`src/rtl/mips_memory_stage.sv`:
```
// mips_memory_stage
//   MEM pipeline stage sitting between execute and writeback. Latches the
//   instruction handed over by EXE, issues loads/stores on the data-memory
//   request/response bus, aligns and extends load data, and offers the result
//   to WB through the valid / ready_go / allowin handshake.
//
// Ports
//   clk, rst                      clock, asynchronous active-high reset
//   exe_valid_ready_go            EXE holds a finished instruction
//   mem_allowin                   this stage can take a new instruction
//   exe_out_op .. exe_lo_value    instruction fields from EXE
//   mem_valid                     this stage holds an instruction
//   mem_valid_ready_go            result is ready for WB
//   wb_allowin                    WB can take the result
//   mem_out_op .. mem_lo_value    registered instruction fields / result to WB
//   data_req .. data_wdata        request half of the data-memory bus
//   data_addr_ok, data_data_ok,
//   data_rdata                    response half of the data-memory bus
//
// Op bundle bits used here: 16 MemRead, 17 MemWrite, 19:18 access size
// (00 byte, 01 half, 10 word), 20 unsigned load.

module mips_memory_stage #(
  parameter int OP_W   = 32,
  parameter int RW_BIT = 15
) (
  input  logic            clk,
  input  logic            rst,
  input  logic            exe_valid_ready_go,
  output logic            mem_allowin,
  input  logic [OP_W-1:0] exe_out_op,
  input  logic [4:0]      exe_rf_waddr,
  input  logic [31:0]     exe_value,
  input  logic [31:0]     exe_store_data,
  input  logic [31:0]     exe_pc,
  input  logic [31:0]     exe_instruction,
  input  logic [31:0]     exe_hi_value,
  input  logic [31:0]     exe_lo_value,
  output logic            mem_valid,
  output logic            mem_valid_ready_go,
  input  logic            wb_allowin,
  output logic [OP_W-1:0] mem_out_op,
  output logic [4:0]      mem_rf_waddr,
  output logic [31:0]     mem_value,
  output logic [31:0]     mem_pc,
  output logic [31:0]     mem_instruction,
  output logic [31:0]     mem_hi_value,
  output logic [31:0]     mem_lo_value,
  output logic            data_req,
  output logic            data_wr,
  output logic [1:0]      data_size,
  output logic [31:0]     data_addr,
  output logic [31:0]     data_wdata,
  input  logic            data_addr_ok,
  input  logic            data_data_ok,
  input  logic [31:0]     data_rdata
);

  typedef enum logic [1:0] {S_IDLE, S_REQ, S_WAIT, S_DONE} state_t;

  state_t      state;
  state_t      state_next;
  logic        mem_ready_go;
  logic        mem_is_mem;
  logic        exe_is_mem;
  logic        latch_exe;
  logic [31:0] mem_store_data;
  logic [7:0]  load_byte;
  logic [15:0] load_half;
  logic [31:0] load_data;

  // A memory op holds the stage until its bus response has come back; all
  // other ops are ready as soon as they are latched.
  assign mem_is_mem         = mem_out_op[16] | mem_out_op[17];
  assign exe_is_mem         = exe_out_op[16] | exe_out_op[17];
  assign mem_ready_go       = !mem_is_mem || (state == S_DONE);
  assign mem_allowin        = !mem_valid || (mem_ready_go && wb_allowin);
  assign mem_valid_ready_go = mem_valid && mem_ready_go;
  assign latch_exe          = exe_valid_ready_go && mem_allowin;

  // Bus transaction state register.
  always_ff @(posedge clk or posedge rst) begin
    if (rst) begin
      state <= S_IDLE;
    end else begin
      state <= state_next;
    end
  end

  // Whenever the stage accepts (an instruction or a bubble) the FSM restarts
  // from what was just accepted. Otherwise it only advances on bus responses;
  // DONE simply holds while WB is stalled. A stray data_data_ok in IDLE, such
  // as one left over from a transaction abandoned by reset, is ignored here.
  always_comb begin
    state_next = state;
    if (mem_allowin) begin
      state_next = (exe_valid_ready_go && exe_is_mem) ? S_REQ : S_IDLE;
    end else begin
      case (state)
        S_REQ:   if (data_addr_ok) state_next = S_WAIT;
        S_WAIT:  if (data_data_ok) state_next = S_DONE;
        default: state_next = state;
      endcase
    end
  end

  // Bus request outputs. The address is the latched effective address and
  // store data is replicated across every lane so the slave can pick the
  // byte/half it needs using the low address bits.
  always_comb begin
    data_req   = (state == S_REQ);
    data_wr    = mem_out_op[17];
    data_size  = mem_out_op[19:18];
    data_addr  = mem_value;
    data_wdata = mem_store_data;
    case (mem_out_op[19:18])
      2'b00:   data_wdata = {4{mem_store_data[7:0]}};
      2'b01:   data_wdata = {2{mem_store_data[15:0]}};
      default: data_wdata = mem_store_data;
    endcase
  end

  // Load alignment and extension. Halfword loads select on address bit 1
  // only; a misaligned halfword is not trapped, bit 0 is just dropped.
  always_comb begin
    load_byte = data_rdata[7:0];
    case (mem_value[1:0])
      2'd0:    load_byte = data_rdata[7:0];
      2'd1:    load_byte = data_rdata[15:8];
      2'd2:    load_byte = data_rdata[23:16];
      default: load_byte = data_rdata[31:24];
    endcase
    load_half = mem_value[1] ? data_rdata[31:16] : data_rdata[15:0];
    load_data = data_rdata;
    case (mem_out_op[19:18])
      2'b00:   load_data = mem_out_op[20] ? {24'h0, load_byte}
                                          : {{24{load_byte[7]}}, load_byte};
      2'b01:   load_data = mem_out_op[20] ? {16'h0, load_half}
                                          : {{16{load_half[15]}}, load_half};
      default: load_data = data_rdata;
    endcase
  end

  // Pipeline registers. Everything is captured on an accepting edge and
  // frozen otherwise, except that a returning load overwrites the address in
  // mem_value with the extended data. RegWrite is spliced in on its own so
  // its position in the bundle is explicit; it is copied, never modified.
  always_ff @(posedge clk or posedge rst) begin
    if (rst) begin
      mem_valid       <= 1'b0;
      mem_out_op      <= '0;
      mem_rf_waddr    <= '0;
      mem_value       <= '0;
      mem_store_data  <= '0;
      mem_pc          <= '0;
      mem_instruction <= '0;
      mem_hi_value    <= '0;
      mem_lo_value    <= '0;
    end else begin
      if (mem_allowin) begin
        mem_valid <= exe_valid_ready_go;
      end
      if (latch_exe) begin
        mem_out_op      <= {exe_out_op[OP_W-1:RW_BIT+1], exe_out_op[RW_BIT],
                            exe_out_op[RW_BIT-1:0]};
        mem_rf_waddr    <= exe_rf_waddr;
        mem_value       <= exe_value;
        mem_store_data  <= exe_store_data;
        mem_pc          <= exe_pc;
        mem_instruction <= exe_instruction;
        mem_hi_value    <= exe_hi_value;
        mem_lo_value    <= exe_lo_value;
      end else if (state == S_WAIT && data_data_ok && mem_out_op[16]) begin
        mem_value <= load_data;
      end
    end
  end

endmodule

```
`config.mk`:
```
export PLATFORM = sky130hd
export DESIGN_NAME = mips_memory_stage
export DESIGN_NICKNAME = d
export VERILOG_FILES = /design/src/rtl/mips_memory_stage.sv
export SDC_FILE = /design/constraint.sdc
export NUM_CORES = 1
export LEC_CHECK = 0
export BUFFER_PORTS_ARGS = -buffer_cell sky130_fd_sc_hd__buf_4
export CAP_MARGIN = 10
export CORE_AREA = 5 5 204 206
export CTS_CLUSTER_SIZE = 16
export DETAILED_ROUTE_END_ITERATION = 8
export DIE_AREA = 0 0 209 211
export HOLD_SLACK_MARGIN = 0.12
export PLACE_DENSITY = 0.61
export SETUP_SLACK_MARGIN = 0.05
export SYNTH_ARGS = -nofsm -noshare
export SYNTH_HDL_FRONTEND = slang
export SYNTH_SLANG_ARGS = --single-unit
export TNS_END_PERCENT = 5
```
`constraint.sdc`:
```
create_clock -name clk -period 10.8 [get_ports clk]
set_input_delay 1.62 -clock clk [delete_from_list [all_inputs] [get_ports clk]]
set_output_delay 1.62 -clock clk [all_outputs]
set_load 0.005 [all_outputs]
```
# Yosys cells after proc, flatten, opt, wreduce, memory -nomap -nowiden
# Cells that the tools add are included.
dict set report classes {
  reduce_logical 15
  bitwise 2
  muxes 13
  n_eq_ne 8
}
# operator count
set ops {}
lappend ops {{$mux W32} 4}
lappend ops {{$pmux W32 S2} 2}
lappend ops {{$pmux W8 S3} 1}
lappend ops {{$mux W16} 1}
lappend ops {{$eq A2 B1 Y1 const B} 3}
lappend ops {{$eq A2 B2 Y1 const B} 3}
lappend ops {{$logic_and A1 B1 Y1} 6}
lappend ops {{$mux W2} 3}
lappend ops {{$logic_not A2 Y1} 2}
lappend ops {{$pmux W2 S2} 1}
lappend ops {{$ne A3 B2 Y1 const B} 1}
lappend ops {{$ne A3 B3 Y1 const B} 1}
lappend ops {{$reduce_and A3 Y1} 1}
lappend ops {{$reduce_bool A3 Y1} 1}
lappend ops {{$logic_not A1 Y1} 2}
lappend ops {{$logic_or A1 B1 Y1} 2}
lappend ops {{$or A1 B1 Y1} 2}
lappend ops {{$reduce_bool A2 Y1} 1}
lappend ops {{$mux W1} 1}
dict set report word_totals {
  word_cells 48
  register_bits 232
  in_bits 267
}

# Longest topological paths before layout
# Gate-level depths: netlist of run 1.
dict set report depth {
  depth_word 7
  mapped_depth 6
  ltp_nobuf 4
}

# Worst setup path before layout of run 1
# No wires, ideal clock.
dict set report synth_timing {
  path_kind {input to output}
  from {in wb_allowin}
  to {out mem_allowin}
  cell_stages 2
  setup_slack_ps 7400
  n_path_buf 0
  arrival_time_ps 1780
  t_required_ps 9180
  cell_sequence {nand2_1 > nand2_1}
}
dict set report synth_between {
  elab_chain_cells 2
}
# item line
set synth_lines {}
lappend synth_lines {{from (decl)} 41} ;# input logic wb_allowin,
lappend synth_lines {{$logic_and A1 B1 Y1} 77} ;# assign mem_allowin = !mem_valid || (mem_ready_go && wb_allowin);
lappend synth_lines {{$logic_or A1 B1 Y1} 77}
lappend synth_lines {{to (decl)} 30} ;# output logic mem_allowin,
# Every way passes these cells.

# Final worst setup path of run 1
# Same ends and word-level chain as after synthesis.

==> flow_results.xml, run 1 <==
<?xml version="1.0" encoding="UTF-8"?>
<metrics>
  <group name="worst_setup_path">
    <metric name="critical_path_class" unit="">input port to primary output</metric>
    <metric name="startpoint" unit="">wb_allowin</metric>
    <metric name="critical_path.endpoint_type" unit="">primary output</metric>
    <metric name="cp-endpoint" unit="">mem_allowin</metric>
    <metric name="worst_setup_path_start_kind" unit="">input port</metric>
    <metric name="regToRegSetupSlack" unit="ps">8030</metric>
    <metric name="worst_flop_to_flop_path_endpoint" unit="">mem_lo_value[0]</metric>
    <metric name="worst-endpoint-arrival" unit="ps">2200</metric>
    <metric name="timing.critical_path.required" unit="ps">9180</metric>
    <metric name="worstPathMaxFanout" unit="">4</metric>
    <metric name="r2r-start" unit="">mem_out_op[17]</metric>
    <metric name="rr_worst_depth" unit="">5</metric>
  </group>
  <group name="grt">
    <metric name="maximum_number_of_pins_on_one_net_before_global_route_repair" unit="">238</metric>
    <metric name="global_route_wire_length_before_repair" unit="µm">59900</metric>
    <metric name="first_global_vias" unit="">9992</metric>
    <metric name="gr-usage-all-layers" unit="%">16.9</metric>
    <metric name="antenna_found_initial" unit="">3</metric>
    <metric name="globalRoute.totalOverflow" unit="">0</metric>
  </group>
  <group name="floorplanning">
    <metric name="floorplan.rows" unit="">73</metric>
    <metric name="core-area" unit="µm²">39500</metric>
    <metric name="die_width" unit="µm">209</metric>
    <metric name="fp.dieH" unit="µm">211</metric>
    <metric name="start_util" unit="%">26.4</metric>
    <metric name="area_enclosed_by_the_die_boundary" unit="µm²">44100</metric>
    <metric name="top_level_ports" unit="">535</metric>
  </group>
  <group name="clock_tree">
    <metric name="inserted_clock_buffers" unit="">28</metric>
    <metric name="clkSlewWorstSetupHoldPaths" unit="ps">60</metric>
    <metric name="cts_tree" unit="">yes</metric>
    <metric name="clock_path_buffers" unit="">3</metric>
    <metric name="clock_latency" unit="ps">550</metric>
    <metric name="cts-root-buf" unit="">sky130_fd_sc_hd__clkbuf_16</metric>
    <metric name="cts.repair.resized" unit="">0</metric>
    <metric name="cts_hold_buffers" unit="">0</metric>
    <metric name="cts.repair_timing.setup_buffer_count" unit="">0</metric>
    <metric name="cts_max_level" unit="">1</metric>
    <metric name="clkSinkCount" unit="">232</metric>
  </group>
  <group name="power">
    <metric name="power_report.internal_total" unit="µW">2890</metric>
    <metric name="seq_power_share" unit="%">34.8</metric>
    <metric name="cellPowerDensity" unit="nW/µm²">292</metric>
    <metric name="total_switching_power" unit="µW">1640</metric>
    <metric name="clk_pwr_share" unit="%">22.2</metric>
    <metric name="static-leakage-power" unit="µW">0.00825</metric>
    <metric name="switching_power_share_of_the_total" unit="%">36.1</metric>
    <metric name="peakVddDrop" unit="V">0.000153</metric>
    <metric name="power.share.combinational" unit="%">43.0</metric>
  </group>
  <group name="drt">
    <metric name="drt_iter0_markers" unit="">526</metric>
    <metric name="aggregate_routed_wire_length" unit="µm">39200</metric>
    <metric name="via_count" unit="">9701</metric>
    <metric name="drcViolationCount" unit="">0</metric>
    <metric name="wirelength_per_cell" unit="µm">17.9</metric>
    <metric name="firstDrtPassIters" unit="">5</metric>
    <metric name="ant_nets" unit="">0</metric>
    <metric name="via_per_inst" unit="">4.44</metric>
  </group>
  <group name="timing">
    <metric name="finalSetupTns" unit="ps">0</metric>
    <metric name="rsz0062_at_grt" unit="">false</metric>
    <metric name="slew-limit-headroom" unit="%">-7.06</metric>
    <metric name="fin_crit_sh" unit="%">35.4</metric>
    <metric name="finalWorstPathRequiredPeriod" unit="ps">3820</metric>
    <metric name="hold_viol_final" unit="">0</metric>
    <metric name="tightest_slew" unit="ps">1610</metric>
    <metric name="clock_skew" unit="ps">17.7</metric>
    <metric name="timing.final.max_slew_violations" unit="">80</metric>
    <metric name="max_freq" unit="MHz">262</metric>
    <metric name="final_setup_violations" unit="">0</metric>
  </group>
  <group name="synthesis">
    <metric name="synth_fp_nets" unit="">1448</metric>
    <metric name="seq_area_frac_synth" unit="%">55.7</metric>
    <metric name="yosysWarningCount" unit="">0</metric>
    <metric name="postSynthAreaPerCell" unit="µm²">8.82</metric>
    <metric name="synth_largest_type_area_fraction" unit="%">55.7</metric>
    <metric name="synth_enable_flop_cells" unit="">0</metric>
    <metric name="netlist_instances" unit="">1181</metric>
    <metric name="synth_largest_area_cell" unit="">sky130_fd_sc_hd__dfrtp_1</metric>
    <metric name="netlist_top_cells_area" unit="">sky130_fd_sc_hd__dfrtp_1, sky130_fd_sc_hd__nand2_1, sky130_fd_sc_hd__buf_4</metric>
    <metric name="async_reset_ff_share" unit="%">100</metric>
    <metric name="post_synth_num_cell_types" unit="">42</metric>
    <metric name="number_of_register_bits_inferred_by_synthesis" unit="">232</metric>
    <metric name="mappedNetlistArea" unit="µm²">10400</metric>
    <metric name="dominantRegCellSynth" unit="">sky130_fd_sc_hd__dfrtp_1</metric>
  </group>
  <group name="placement">
    <metric name="dpl_cell_area" unit="µm²">14500</metric>
    <metric name="gp_congestion" unit="">0.850</metric>
    <metric name="placed_cells" unit="">2136</metric>
    <metric name="dp_hpwl" unit="µm">28700</metric>
    <metric name="numPortBuffers" unit="">534</metric>
  </group>
  <group name="cells_and_area">
    <metric name="layout.cell_area.non_filler" unit="µm²">15500</metric>
    <metric name="final_layout_size_suffix_gt1_share" unit="%">37.9</metric>
    <metric name="antenna-diode-count" unit="">0</metric>
    <metric name="nets" unit="">1908</metric>
    <metric name="post_layout_nonfiller_instances" unit="">2186</metric>
    <metric name="flow.area_growth_from_synthesis" unit="%">49.0</metric>
  </group>
  <group name="flow_run">
    <metric name="max-cap-violations" unit="">0</metric>
  </group>
  <group name="status">
    <metric name="failed_checks" unit="">max-slew violations</metric>
    <metric name="status" unit="">finished, violations left</metric>
  </group>
  <group name="worst_hold_path">
    <metric name="worst_hold_check_path_type" unit="">flip-flop to flip-flop</metric>
  </group>
</metrics>
-- worst max-delay path: stages --
cell and delay, ps:
sky130_fd_sc_hd__buf_4 110, sky130_fd_sc_hd__nand2_1 50, sky130_fd_sc_hd__nand2_1 180, sky130_fd_sc_hd__buf_4 230
-- cells in the final DEF, fill, tap and decap left out, types with 6 or more instances in the layout --
master / count
sky130_fd_sc_hd__clkbuf_8: 11
sky130_fd_sc_hd__a32oi_1: 8
sky130_fd_sc_hd__a22oi_1: 8
sky130_fd_sc_hd__a2111oi_2: 9
sky130_fd_sc_hd__nand2_1: 627
sky130_fd_sc_hd__nor2b_1: 11
sky130_fd_sc_hd__a21oi_1: 14
sky130_fd_sc_hd__clkbuf_1: 6
sky130_fd_sc_hd__inv_1: 9
sky130_fd_sc_hd__o21ai_0: 25
sky130_fd_sc_hd__nor2_1: 10
sky130_fd_sc_hd__mux2i_1: 16
sky130_fd_sc_hd__o21ai_1: 16
sky130_fd_sc_hd__nand3b_1: 7
sky130_fd_sc_hd__a2111oi_0: 6
sky130_fd_sc_hd__clkbuf_16: 29
sky130_fd_sc_hd__a31oi_1: 9
sky130_fd_sc_hd__dfrtp_1: 231
sky130_fd_sc_hd__buf_4: 544
sky130_fd_sc_hd__o211ai_1: 14
sky130_fd_sc_hd__mux2_2: 16
-- registers in the layout, indices dropped and copies added, names as in the netlist --
| name | cells |
|---|---|
| data_addr | 32 |
| mem_hi_value | 32 |
| mem_instruction | 32 |
| mem_lo_value | 32 |
| mem_out_op | 32 |
| mem_pc | 32 |
| mem_store_data | 32 |
| mem_rf_waddr | 5 |
| state | 2 |
| mem_valid | 1 |
-- cells by family after synthesis --
group | after synthesis | synth area share [%]
compound gates | 116 | 7.93
simple gates | 674 | 25.9
buf+inv | 125 | 6.86
mux | 34 | 3.62
flops | 232 | 55.7
-- per-layer routing --
metal  routed length [µm]  global-route usage, %  share of wire [%]  up-vias
li1                     -                      -                  -     4649
met1                15200                   20.0                 39     4570
met2                19200                   29.1                 49      405
met3                 3610                   5.91                9.2       71
met4                 1180                   5.36                3.0        6
met5                   40                      0               0.10        -
-- worst min-delay path by stage --
| stage | startpoint | to | slack [ps] | cells after the start |
|---|---|---|---|---|
| 2_1_floorplan | mem_store_data[16] | mem_store_data[16] | 430 | 2 |
| 3_3_place_gp | mem_store_data[21] | mem_store_data[21] | 440 | 2 |
| 3_5_place_dp | mem_store_data[23] | mem_store_data[23] | 450 | 2 |
| 4_1_cts | mem_store_data[23] | mem_store_data[23] | 470 | 2 |
| 5_1_grt | mem_instruction[8] | mem_instruction[8] | 490 | 2 |
| 6_report | mem_store_data[23] | mem_store_data[23] | 460 | 2 |
-- power groups by stage --
stage | logic (µW) | registers (µW) | clock network, µW
6_report | 1950 | 1580 | 1000
5_1_grt | 2160 | 1640 | 1070
4_1_cts | 1990 | 1580 | 1040
3_5_place_dp | 1990 | 1590 | 0
3_3_place_gp | 1970 | 1570 | 0
2_1_floorplan | 943 | 1560 | 0
-- stage by stage --
stage                     setup WS (ps)  util [%]  hold slack (ps)  power [µW]
after floorplan                    2820         -              433        2500
after global placement             6770      36.8              444        3540
after detailed placement           6740      36.8              452        3580
after CTS                          7000      39.3              466        4610
after global routing               6980      39.3              485        4870
final                              6980      39.3              458        4530
-- synthesized netlist by cell type (2+ instances only) --
master and count:
sky130_fd_sc_hd__a31oi_1 9, sky130_fd_sc_hd__a21oi_1 15, sky130_fd_sc_hd__nor2b_1 11, sky130_fd_sc_hd__nand2b_1 3, sky130_fd_sc_hd__nor2_1 10, sky130_fd_sc_hd__mux2_2 16
sky130_fd_sc_hd__buf_4 45, sky130_fd_sc_hd__a2111oi_0 6, sky130_fd_sc_hd__o21ai_1 16, sky130_fd_sc_hd__nor4_1 2, sky130_fd_sc_hd__a32oi_1 8, sky130_fd_sc_hd__nand4b_1 2
sky130_fd_sc_hd__o211ai_1 14, sky130_fd_sc_hd__buf_2 43, sky130_fd_sc_hd__nor3_1 2, sky130_fd_sc_hd__nor4_4 2, sky130_fd_sc_hd__buf_1 5, sky130_fd_sc_hd__o21ai_0 25
sky130_fd_sc_hd__nand2_1 627, sky130_fd_sc_hd__dfrtp_1 232, sky130_fd_sc_hd__nand3b_1 7, sky130_fd_sc_hd__a22oi_1 8, sky130_fd_sc_hd__mux2i_1 16, sky130_fd_sc_hd__inv_1 10
sky130_fd_sc_hd__clkbuf_1 19, sky130_fd_sc_hd__a2111oi_2 9, sky130_fd_sc_hd__and2_1 2, sky130_fd_sc_hd__buf_6 3
-- cell type report --
class	instances	area, µm²
Clock buffer	46	900
Tap cell	525	657
Timing Repair Buffer	545	4100
Clock inverter	4	95.1
Sequential cell	232	5810
Fill cell	4064	23900
Inverter	10	45.0
Multi-Input combinational cell	824	3920
Note: power is estimated with default switching activity, not from simulation.
==> run 2, diff against run 1 <==
- ABC_AREA: not set -> 1
- CORE_AREA: 5 5 204 206 -> 5 5 203 205
- DIE_AREA: 0 0 209 211 -> 0 0 208 210
- PLACE_DENSITY: 0.61 -> 0.64
- clock period: 10.8 -> 3.2 ns (I/O delays scaled with it)
==> run 2 against run 1 <==
The flow now finishes without violations; final cell count grew 15%; power grew to 3.5 times the previous value; worst hold slack got worse by 300 ps; flip-flop and latch count did not move; via count grew 15%; cell area is 11% higher; sequential power grew to 3.4 times the previous value; clock power rose to 3.2 times the previous value; clock skew is 5.9 ps lower; sequential share of layout area is 3.8 points lower; synthesized cell count grew 10%; critical path type is now flip-flop to primary output.
==> flow_results.xml, run 2 <==
<?xml version="1.0" encoding="UTF-8"?>
<metrics>
  <group name="status">
    <metric name="status" unit="">complete, no violations</metric>
  </group>
  <group name="clock_tree">
    <metric name="inserted_clock_buffers" unit="">27</metric>
    <metric name="cts_tree" unit="">yes</metric>
    <metric name="clkSlewWorstSetupHoldPaths" unit="ps">60</metric>
    <metric name="clkSinkCount" unit="">232</metric>
    <metric name="clock_path_buffers" unit="">3</metric>
    <metric name="cts.repair.resized" unit="">0</metric>
    <metric name="cts_max_level" unit="">1</metric>
    <metric name="clock_latency" unit="ps">540</metric>
    <metric name="cts-root-buf" unit="">sky130_fd_sc_hd__clkbuf_16</metric>
  </group>
  <group name="placement">
    <metric name="dpl_cell_area" unit="µm²">14600</metric>
    <metric name="dpl_worst_slack" unit="ps">815</metric>
    <metric name="dp_hpwl" unit="µm">31000</metric>
    <metric name="numPortBuffers" unit="">534</metric>
    <metric name="gp_congestion" unit="">0.894</metric>
  </group>
  <group name="timing">
    <metric name="post-route-worst-setup-slack" unit="ps">489</metric>
    <metric name="final_setup_violations" unit="">0</metric>
    <metric name="slew-limit-headroom" unit="%">33.9</metric>
    <metric name="finalSetupTns" unit="ps">0</metric>
    <metric name="rsz0062_at_grt" unit="">false</metric>
    <metric name="timing.final.max_slew_violations" unit="">0</metric>
    <metric name="finalWorstPathRequiredPeriod" unit="ps">2710</metric>
    <metric name="tightest_slew" unit="ps">990</metric>
    <metric name="hold_viol_final" unit="">0</metric>
    <metric name="clock_skew" unit="ps">11.8</metric>
    <metric name="fin_crit_sh" unit="%">84.7</metric>
    <metric name="max_freq" unit="MHz">369</metric>
  </group>
  <group name="synthesis">
    <metric name="postSynthAreaPerCell" unit="µm²">7.96</metric>
    <metric name="dominantRegCellSynth" unit="">sky130_fd_sc_hd__dfrtp_1</metric>
    <metric name="seq_area_frac_synth" unit="%">55.9</metric>
    <metric name="post_synth_num_cell_types" unit="">22</metric>
    <metric name="netlist_top_cells_area" unit="">sky130_fd_sc_hd__dfrtp_1, sky130_fd_sc_hd__nand2_1, sky130_fd_sc_hd__buf_4</metric>
    <metric name="yosysMostFrequentCell" unit="">sky130_fd_sc_hd__nand2_1</metric>
    <metric name="mappedNetlistArea" unit="µm²">10400</metric>
    <metric name="synth_enable_flop_cells" unit="">0</metric>
    <metric name="async_reset_ff_share" unit="%">100</metric>
    <metric name="synth_largest_type_area_fraction" unit="%">55.9</metric>
    <metric name="number_of_register_bits_inferred_by_synthesis" unit="">232</metric>
    <metric name="synth_largest_area_cell" unit="">sky130_fd_sc_hd__dfrtp_1</metric>
    <metric name="ys_top_cells_by_count" unit="">sky130_fd_sc_hd__nand2_1, sky130_fd_sc_hd__dfrtp_1, sky130_fd_sc_hd__buf_4</metric>
    <metric name="synth_fp_nets" unit="">1572</metric>
    <metric name="yosysWarningCount" unit="">0</metric>
    <metric name="netlist_instances" unit="">1305</metric>
  </group>
  <group name="flow_run">
    <metric name="max-cap-violations" unit="">0</metric>
  </group>
  <group name="cells_and_area">
    <metric name="layout.cells.most_common" unit="">sky130_fd_sc_hd__nand2_1</metric>
    <metric name="final_layout_size_suffix_gt1_share" unit="%">30.7</metric>
    <metric name="nets" unit="">2230</metric>
    <metric name="final_cell_mix" unit="">sky130_fd_sc_hd__nand2_1, sky130_fd_sc_hd__buf_4, sky130_fd_sc_hd__dfrtp_1</metric>
    <metric name="flow.area_growth_from_synthesis" unit="%">66.3</metric>
    <metric name="layout.cell_area.non_filler" unit="µm²">17300</metric>
    <metric name="finish.utilization" unit="%">44.0</metric>
  </group>
  <group name="worst_setup_path">
    <metric name="worst_setup_path_start_kind" unit="">flip-flop</metric>
    <metric name="worstPathMaxFanout" unit="">19</metric>
    <metric name="critical_path_class" unit="">flip-flop to primary output</metric>
    <metric name="critical_path.endpoint_type" unit="">primary output</metric>
    <metric name="worst-endpoint-arrival" unit="ps">2230</metric>
    <metric name="timing.critical_path.required" unit="ps">2720</metric>
  </group>
  <group name="floorplanning">
    <metric name="die_width" unit="µm">208</metric>
    <metric name="floorplan.rows" unit="">73</metric>
    <metric name="top_level_ports" unit="">535</metric>
    <metric name="area_enclosed_by_the_die_boundary" unit="µm²">43700</metric>
    <metric name="fp.dieH" unit="µm">210</metric>
    <metric name="start_util" unit="%">26.5</metric>
    <metric name="core-area" unit="µm²">39300</metric>
  </group>
  <group name="worst_hold_path">
    <metric name="worst_hold_check_path_type" unit="">input port to flip-flop</metric>
  </group>
  <group name="power">
    <metric name="peakVddDrop" unit="V">0.000465</metric>
    <metric name="static-leakage-power" unit="µW">0.00942</metric>
    <metric name="cellPowerDensity" unit="nW/µm²">919</metric>
    <metric name="post-layout-total-power" unit="µW">15900</metric>
  </group>
  <group name="grt">
    <metric name="maximum_number_of_pins_on_one_net_before_global_route_repair" unit="">78</metric>
    <metric name="first_global_vias" unit="">11800</metric>
    <metric name="global_route_wire_length_before_repair" unit="µm">67400</metric>
    <metric name="antenna_found_initial" unit="">3</metric>
    <metric name="gr-usage-all-layers" unit="%">19.1</metric>
    <metric name="globalRoute.totalOverflow" unit="">0</metric>
  </group>
  <group name="drt">
    <metric name="wirelength_per_cell" unit="µm">17.4</metric>
    <metric name="firstDrtPassIters" unit="">7</metric>
    <metric name="drt_iter0_markers" unit="">712</metric>
    <metric name="drcViolationCount" unit="">0</metric>
    <metric name="via_count" unit="">11200</metric>
    <metric name="ant_nets" unit="">0</metric>
    <metric name="via_per_inst" unit="">4.46</metric>
    <metric name="aggregate_routed_wire_length" unit="µm">43800</metric>
  </group>
</metrics>
## run 2: cell types whose count changed after synthesis, moves of 15 or more
cell,change
sky130_fd_sc_hd__nand3_1,+49
sky130_fd_sc_hd__mux2i_1,-16
sky130_fd_sc_hd__nor2_1,+39
sky130_fd_sc_hd__nand2_1,+160
sky130_fd_sc_hd__buf_2,-16
sky130_fd_sc_hd__clkbuf_1,-15
sky130_fd_sc_hd__mux2_2,-16
sky130_fd_sc_hd__buf_4,+17
sky130_fd_sc_hd__o21ai_1,-16
## run 2: what timing repair did
action                                  CTS  global route
hold buffers                            179             0
endpoints found under the setup margin    0             0
buffers inserted                          0             0
hold endpoints to repair                179             0
## run 2: path summary, 6_finish.rpt
| path | slack [ps] | start | depth (start not counted) | end |
|---|---|---|---|---|
| min in group asynchronous | 170 | rst | 2 | mem_pc[9] |
| worst min-delay path | 160 | exe_instruction[15] | 3 | mem_instruction[15] |
| worst max register to register | 880 | mem_out_op[17] | 8 | data_addr[7] |
| worst min register to register | 480 | mem_pc[7] | 2 | mem_pc[7] |
| max in group asynchronous | 2230 | rst | 3 | mem_out_op[13] |
| worst max-delay path | 490 | mem_out_op[19] | 7 | data_wdata[28] |
## run 2: area by class of cell
class / instances / area (µm²)
clock buffers: 43 / 806
well taps: 525 / 657
fillers: 3771 / 22000
multi-input cells: 940 / 3740
diodes: 2 / 5.00
repair buffers: 737 / 6060
clock inverters: 6 / 111
flip-flops and latches: 232 / 5810
inverters: 25 / 103
## run 2: kinds of logic (layout without fill, tap and decap cells)
logic type | Yosys count | in the layout | synth area share [%]
other cells | 0 | 2 | 0
buf+inv | 133 | 811 | 8.25
compound gates | 30 | 30 | 1.75
flops | 232 | 232 | 55.9
simple gates | 910 | 910 | 34.1
## run 2: critical path: stages (launching register included)
cell and delay (ps):
sky130_fd_sc_hd__dfrtp_1 720, sky130_fd_sc_hd__inv_1 80, sky130_fd_sc_hd__buf_4 210, sky130_fd_sc_hd__nand2_2 130, sky130_fd_sc_hd__inv_1 160, sky130_fd_sc_hd__nand2_1 140, sky130_fd_sc_hd__nand3_1 100, sky130_fd_sc_hd__buf_4 150
## run 2: routing by layer
| metal | vias to the layer above | GRT usage [%] | part of all wire [%] |
|---|---|---|---|
| met5 | - | 0 | 0.021 |
| met4 | 2 | 7.16 | 3.8 |
| met3 | 97 | 4.81 | 8.5 |
| met2 | 541 | 33.9 | 51 |
| met1 | 5296 | 22.4 | 37 |
| li1 | 5260 | - | - |
## run 2: where the power goes
group          internal [µW]  switching [µW]
clock network           1960            1260
logic                   3510            3710
registers               4360            1090
total                   9820            6060
## run 2: metrics by stage
step,cells,hold slack [ps]
2_1_floorplan,1305,449
3_3_place_gp,2280,463
3_5_place_dp,2280,466
4_1_cts,2508,122
5_1_grt,2510,144
6_report,2510,158
